File: src/rtl/param_counter_pkg.sv
// Shared constants, step result type and next-count function for param_counter.
// Optional feature macro: PARAM_COUNTER_PRESCALE_EN (see param_counter.sv).
package param_counter_pkg;

    localparam logic MODE_WRAP = 1'b0;
    localparam logic MODE_SAT  = 1'b1;
    localparam logic DIR_DOWN  = 1'b0;
    localparam logic DIR_UP    = 1'b1;

    // Widest counter the shared function supports; callers cast to their WIDTH.
    localparam int unsigned CALC_W = 64;

    typedef struct packed {
        logic [CALC_W-1:0] nxt;
        logic              term;
    } step_res_t;

    // Terminal test uses the pre-step count; non-terminal steps never leave [0, limit].
    function automatic step_res_t next_count(input logic [CALC_W-1:0] count,
                                             input logic [CALC_W-1:0] limit,
                                             input logic              dir,
                                             input logic              mode);
        step_res_t r;
        if (dir == DIR_UP) begin
            r.term = (count >= limit);
            if (r.term) r.nxt = (mode == MODE_SAT) ? limit : '0;
            else        r.nxt = count + CALC_W'(1);
        end else begin
            r.term = (count == '0);
            if (r.term) r.nxt = (mode == MODE_SAT) ? '0 : limit;
            else        r.nxt = count - CALC_W'(1);
        end
        return r;
    endfunction

endpackage

File: src/rtl/counter_prescaler.sv
// Step strobe generator: one strobe every PRESCALE enabled cycles.
// Only instantiated when PARAM_COUNTER_PRESCALE_EN is defined.
module counter_prescaler #(
    parameter int unsigned PRESCALE = 4
) (
    input  logic clk,
    input  logic rst,
    input  logic en,
    input  logic load,
    output logic step_c
);

    localparam int unsigned PW = (PRESCALE > 1) ? $clog2(PRESCALE) : 1;
    localparam logic [PW-1:0] LAST = PW'(PRESCALE - 1);

    logic [PW-1:0] pre;

    assign step_c = en && (pre == LAST);

    always_ff @(posedge clk) begin
        if (rst || load) begin
            pre <= '0;
        end else if (en) begin
            pre <= (pre == LAST) ? '0 : pre + PW'(1);
        end
    end

endmodule

File: src/rtl/param_counter.sv
// Up/down step counter with load, programmable limit, wrap/saturate, tc pulse, toggle and sticky ovf.
// Define PARAM_COUNTER_PRESCALE_EN to add the PRESCALE parameter and a step prescaler.
module param_counter
    import param_counter_pkg::*;
#(
    parameter int unsigned WIDTH     = 10,
    parameter int unsigned RESET_VAL = 0
`ifdef PARAM_COUNTER_PRESCALE_EN
    ,
    parameter int unsigned PRESCALE  = 4
`endif
) (
    input  logic             clk,
    input  logic             rst,
    input  logic             en,
    input  logic             load,
    input  logic [WIDTH-1:0] load_val,
    input  logic             dir,
    input  logic             mode,
    input  logic [WIDTH-1:0] limit,
    input  logic             clr_ovf,
    output logic [WIDTH-1:0] count,
    output logic             tc,
    output logic             toggle,
    output logic             ovf
);

    logic step_c;

`ifdef PARAM_COUNTER_PRESCALE_EN
    counter_prescaler #(
        .PRESCALE (PRESCALE)
    ) u_prescaler (
        .clk    (clk),
        .rst    (rst),
        .en     (en),
        .load   (load),
        .step_c (step_c)
    );
`else
    assign step_c = en;
`endif

    step_res_t        res;
    logic [WIDTH-1:0] count_nxt;
    logic             tc_nxt;
    logic             toggle_nxt;
    logic             ovf_nxt;
    logic             unused_hi;

    // Next-state: load beats step; ovf set wins over clr_ovf.
    always_comb begin
        res        = next_count(CALC_W'(count), CALC_W'(limit), dir, mode);
        count_nxt  = count;
        tc_nxt     = 1'b0;
        toggle_nxt = toggle;
        ovf_nxt    = ovf & ~clr_ovf;
        if (load) begin
            count_nxt = load_val;
        end else if (step_c) begin
            count_nxt  = WIDTH'(res.nxt);
            tc_nxt     = res.term;
            toggle_nxt = toggle ^ res.term;
            ovf_nxt    = ovf_nxt | res.term;
        end
    end

    assign unused_hi = ^res.nxt[CALC_W-1:WIDTH];

    always_ff @(posedge clk) begin
        if (rst) begin
            count  <= WIDTH'(RESET_VAL);
            tc     <= 1'b0;
            toggle <= 1'b0;
            ovf    <= 1'b0;
        end else begin
            count  <= count_nxt;
            tc     <= tc_nxt;
            toggle <= toggle_nxt;
            ovf    <= ovf_nxt;
        end
    end

endmodule

File: config.mk
export PLATFORM = sky130hd
export DESIGN_NAME = param_counter
export DESIGN_NICKNAME = d
export VERILOG_FILES = /design/src/rtl/param_counter_pkg.sv /design/src/rtl/counter_prescaler.sv /design/src/rtl/param_counter.sv
export SDC_FILE = /design/constraint.sdc
export NUM_CORES = 1
export LEC_CHECK = 0
export ABC_AREA = 1
export BUFFER_PORTS_ARGS = -buffer_cell sky130_fd_sc_hd__buf_4
export CAP_MARGIN = 20
export CORE_ASPECT_RATIO = 1.25
export CORE_MARGIN = 3
export CORE_UTILIZATION = 58
export DETAILED_ROUTE_END_ITERATION = 16
export PLACE_DENSITY = 0.86
export RECOVER_POWER = 25
export SLEW_MARGIN = 20
export SYNTH_ARGS = -nofsm -noshare
export SYNTH_HDL_FRONTEND = slang
export SYNTH_SLANG_ARGS = --single-unit
File: constraint.sdc
create_clock -name clk -period 3.3 [get_ports clk]
set_input_delay 0.99 -clock clk [delete_from_list [all_inputs] [get_ports clk]]
set_output_delay 0.99 -clock clk [all_outputs]
set_load 0.02 [all_outputs]
==> run summary, run 1 <==
status: complete, no violations
Clk pwr share: 0.176
Die Area: 3450 um^2
DRT Pass-1 Iters: 5
library cells used by synthesis: 27
all-layer global routing usage: 0.272
WL/cell: 13.1 um
RSZ-0062 raised after global routing: false
final hold vios: 0
DIE WIDTH: 53.2 um
Slew @ Worst Pin: 712 ps
Synth Flop Type: dfxtp_1
Int Pwr: 0.317 mW
CP Capture Type: flop
Layout Nets: 344
Syn. warnings: 0
final count of negative-setup-slack endpoints: 0
H-tree depth: 1
CP Max Fanout: 10
setup TNS: 0 ps
Sw Pwr: 0.235 mW
Max VDD drop: 0.272 mV
layout cells sized above 1: 0.178
RePlAce Congestion: 0.945
Synth Instances: 273
final cell count without fillers: 337
Synth async-reset ratio: 0
post-synth top area cell: nand2_1
Reg clk slew, reported paths: 80 ps
Final Critical Period: 2410 ps
vias in the first global route: 1674
Startpoint Class: primary input
Die Span Y: 65.0 um
#FFs+latches synth: 13
postcts setup bufs: 0
synthesized cell area: 1610 um^2
Max clock buf depth: 2
CP arrival: 2620 ps
cts bufs inserted: 3
Max Cap Viol: 0
core area: 2550 um^2
initial DRC count: 94
synth top area cells: nand2_1 17%, dfxtp_1 16%, nand3_1 14%, ha_1 9.3%, inv_1 6.7%
fill count: 235
relative slew slack: 0.523
register area share after synthesis: 0.161
final worst-path cycle share: 0.731
largest net degree at the start of global routing: 14
worst skew pair latency: 270 ps
Max Freq: 0.415 GHz
HPWL after DPL: 3.46 mm
Flop pwr share: 0.353
Pleak: 0.954 nW
final worst-path setup slack: 889 ps
CTS tree: built
post-cts repair resize count: 0
Starting Density: 0.632
Routed Antenna Nets: 0
TritonCTS sink count: 13
Required @ worst endpoint: 3510 ps
PD cells: 293 nW/um^2
gr ovfl total: 0
top cells by count, synth: 73 x nand2_1, 44 x nand3_1, 29 x inv_1
clk root buf: clkbuf_4
drc violations: 0
worst hold slack: 461 ps
Setup Crit Path Kind: in2reg
site row count: 20
worst hold path class: reg2reg
area delta synth->final: 16.9%
top-level I/O count: 40
Via Count: 1914
Post-CTS Hold Buffers: 0
clock skew: 4.62 ps
first-pass GRT wire length: 7.31 mm
drt via density: 5.68
count leader, synth: nand2_1
top-area cell type share of the netlist area: 0.170
initial antenna violation count: 0
Sw Ratio: 0.426
fin. max-slew vios: 0
DRT Wirelength: 4.43 mm
EDFF count, synth: 0
Post-Place Setup Slack: 644 ps
Comb pwr share: 0.470
Inst Count DP: 333
Syn Nets: 312
Port-buffer cells: 39
ant diodes: 0
syn avg cell area: 5.91 um^2
## worst max-delay path: stages
cell     delay, ps
buf_4           90
inv_1           40
ha_1           300
nand2_1         90
inv_1           40
nand2_1         50
nand2_1         50
nand2_1        130
nand3_2        210
nor2_1         290
nand2_1         80
nand3_1         70
nand2_1         50
a21oi_1        120
## metal layers
metal  up-vias  global-route usage  part of all wire
li1        965                   -                 -
met3         4              0.0299             0.095
met5         -                   0                 0
met4         0               0.102            0.0072
met1       845               0.367              0.42
met2       100               0.433              0.48
## stage by stage
step	cell area, um^2	util	total power, mW
floorplan	1610	-	0.379
global placement	1880	0.737	0.454
detailed placement	1880	0.737	0.457
CTS	1910	0.748	0.556
global route	1890	0.739	0.596
finish	1890	0.739	0.552
## layout make-up
| class | instances | area, um^2 | share of cell area |
|---|---|---|---|
| tap | 33 | 41.3 | 0.0219 |
| timing repair buffer | 39 | 270 | 0.143 |
| inverter | 32 | 120 | 0.0637 |
| sequential | 13 | 260 | 0.138 |
| clock buffer | 4 | 26.3 | 0.0139 |
| multi-input combinational | 216 | 1170 | 0.619 |
## sequential cells by signal, summed over array words and instances (netlist names)
name and flops:
ovf 1, toggle 1, count 10, tc 1
## power by group through the flow
| stage | Sequential, mW | Clock, mW | Combinational, mW |
|---|---|---|---|
| floorplan | 0.197 | 0 | 0.183 |
| global placement | 0.198 | 0 | 0.256 |
| detailed placement | 0.198 | 0 | 0.259 |
| CTS | 0.194 | 0.101 | 0.260 |
| global route | 0.198 | 0.108 | 0.290 |
| finish | 0.195 | 0.0972 | 0.260 |
## cell usage in the layout (no fill, tap or decap), drive strengths merged
cell | Yosys | final
a21boi | 1 | 1
a21o | 1 | 1
a21oi | 17 | 17
a22oi | 9 | 9
buf | 6 | 33
clkbuf | 6 | 10
clkinv | 1 | 1
dfxtp | 13 | 13
ha | 12 | 12
inv | 31 | 31
nand2 | 76 | 76
nand3 | 45 | 45
nand3b | 2 | 2
nand4 | 9 | 9
nor2 | 32 | 32
o21ai | 5 | 5
o22ai | 1 | 1
o31ai | 1 | 1
xor2 | 5 | 5
## cell families after synthesis
family          share of synthesized area
simple gates                        0.471
compound gates                      0.133
flops                               0.161
fa+ha+maj                          0.0931
xor+xnor                           0.0272
buf+inv                             0.115
## worst paths after layout
check	startpoint	end	slack, ps	depth (start not counted)
max	limit[5]	count[0]	890	14
min	toggle	toggle	460	1
min reg2reg	toggle	toggle	460	1
max reg2reg	count[5]	count[0]	1110	12
Note: power is estimated with default switching activity, not from simulation.
==> inputs of run 2 (changes only) <==
Settings changed: CORE_UTILIZATION 58 to 54, PLACE_DENSITY 0.86 to 0.81.
Clock period 3.3 ns to 2.4 ns, I/O delays scaled along.
==> run summary, run 2 (synthesis gave the netlist of run 1 again) <==
first-pass GRT wire length: 7.25 mm (-0.86%)
top-level I/O count: 40 (unchanged)
Routed Antenna Nets: 0 (unchanged)
final worst-path cycle share: 0.849
drt via density: 5.49 (-3.3%)
CP Max Fanout: 9 (-1)
Max clock buf depth: 2 (unchanged)
multi-input logic area: 1170 um^2 (unchanged)
Top Metal Used: met4
area delta synth->final: 21.2%
TritonCTS sink count: 13 (unchanged)
final hold vios: 0 (unchanged)
final count of negative-setup-slack endpoints: 0 (unchanged)
gr ovfl total: 0 (unchanged)
CP Capture Type: flop
drc violations: 0 (unchanged)
fill count: 285 (+21%)
Comb pwr share: 0.500 (+0.030)
Crit path largest cell delay: 550 ps (+250 ps)
Cell Chain, Critical Path: ha_1 > a21o_1 > nor2_4 > nand2_1 > nor2_2 > nand2_1 > nand3_1 > nand3_1 > a21oi_1
PD cells: 403 nW/um^2 (+38%)
Starting Density: 0.585 (-0.0473)
Flop pwr share: 0.318 (-0.035)
Reg clk slew, reported paths: 80 ps (about the same)
final cell count without fillers: 347 (+3.0%)
Port-buffer cells: 39 (unchanged)
worst hold slack: 474 ps (+13.0 ps)
Max Cap Viol: 0 (unchanged)
Die Span Y: 67.1 um (+3.3%)
worst hold path class: reg2reg
Slew @ Worst Pin: 447 ps (-266 ps)
Layout Nets: 353 (+2.6%)
slowest CP cell: dfxtp_1
worst skew pair latency: 280 ps (about the same)
largest net degree at the start of global routing: 14 (unchanged)
DR WL met2: 2.24 mm (+5.7%)
Final Critical Period: 2040 ps
site row count: 21 (+5.0%)
all-layer global routing usage: 0.266 (-0.00538)
Sw Ratio: 0.428 (+0.00229)
CTS tree: built
initial DRC count: 92 (-2.1%)
Post-CTS Hold Buffers: 0 (unchanged)
Required @ worst endpoint: 2620 ps (-890 ps)
relative slew slack: 0.702 (+0.179)
RSZ-0062 raised after global routing: false
CP arrival: 2260 ps (-360 ps)
Final Cell Area: 1950 um^2 (+3.6%)
DRT Wirelength: 4.68 mm (+5.6%)
ant diodes: 0 (unchanged)
Post-Route M1 WL: 2.09 mm (+12%)
Setup Crit Path Kind: reg2reg
core area: 2760 um^2 (+8.1%)
fin. max-slew vios: 0 (unchanged)
Max VDD drop: 0.334 mV (+23%)
initial antenna violation count: 0 (unchanged)
Sw Pwr: 0.337 mW (+43%)
Int Pwr: 0.451 mW (+42%)
Crit Reg-Reg Startpoint: count[9]
DRT Pass-1 Iters: 6 (+1)
Inst Count DP: 343 (+3.0%)
clk root buf: clkbuf_4
setup TNS: 0 ps (unchanged)
H-tree depth: 1 (unchanged)
Via Count: 1905 (-0.47%)
DIE WIDTH: 54.9 um (+3.2%)
status: complete, no violations
postcts setup bufs: 0 (unchanged)
register area: 260 um^2 (unchanged)
clock skew: 1.92 ps (-2.71 ps)
layout cells sized above 1: 0.201 (+0.0236)
commonest non-fill, non-tap cell in the layout: nand2_1
Die Area: 3680 um^2 (+6.6%)
Max Freq: 0.491 GHz
RePlAce Congestion: 0.945 (about the same)
post-cts repair resize count: 0 (unchanged)
met3 WL: 290 um (-31%)
Clk pwr share: 0.181 (+0.005)
Placed Area: 1950 um^2 (+3.7%)
WL/cell: 13.5 um (+2.6%)
HPWL after DPL: 3.74 mm (+8.2%)
Largest register FFs: 10 (unchanged)
hold_sp: toggle
most frequent cells in the layout: 73 x nand2_1, 44 x nand3_1, 42 x buf_4
cts bufs inserted: 3 (unchanged)
Startpoint Class: flop
CP startpoint: count[9]
Pleak: 1.00 nW (+4.9%)
vias in the first global route: 1639 (-2.1%)
Biggest register: count
==> run 2: changes by cell type in the layout (fill, tap and decap cells not counted) <==
cell,before,now
buf_4,33,42
==> run 2: layout make-up <==
type | count | share of cell area
well taps | 34 | 0.0218
multi-input cells | 216 | 0.597
inverters | 32 | 0.0615
flip-flops and latches | 13 | 0.133
repair buffers | 48 | 0.173
clock buffers | 4 | 0.0134
==> run 2: critical path, delay by kind of cell (launching register included) <==
family,cells,cell delay [ps]
AOI/OAI and AO/OA,2,340
adders and majority gates,1,320
and+or+nand+nor,6,760
DFF,1,550
==> run 2: power by group through the flow <==
stage / Sequential, mW / Combinational [mW] / Clock [mW]
CTS: 0.250 / 0.395 / 0.144
detailed placement: 0.255 / 0.393 / 0
global placement: 0.255 / 0.387 / 0
global route: 0.253 / 0.441 / 0.156
finish: 0.251 / 0.394 / 0.143
floorplan: 0.270 / 0.251 / 0
==> run 2: metal layers <==
| layer | track usage | up-vias |
|---|---|---|
| li1 | - | 986 |
| met5 | 0 | - |
| met4 | 0.0872 | 0 |
| met2 | 0.429 | 69 |
| met1 | 0.365 | 843 |
| met3 | 0.0201 | 7 |
==> run 2: stage by stage <==
step	power, mW	util	setup WS, ps
finish	0.788	0.708	362
global route	0.849	0.708	184
CTS	0.790	0.717	375
detailed placement	0.648	0.707	79.3
global placement	0.642	0.707	102
floorplan	0.522	-	325
==> run 2: path summary, 6_finish.rpt <==
path | cells after the start | endpoint | slack (ps)
max | 9 | count[2] | 360
min | 1 | toggle | 470
max reg2reg | 9 | count[2] | 360
min reg2reg | 1 | toggle | 470
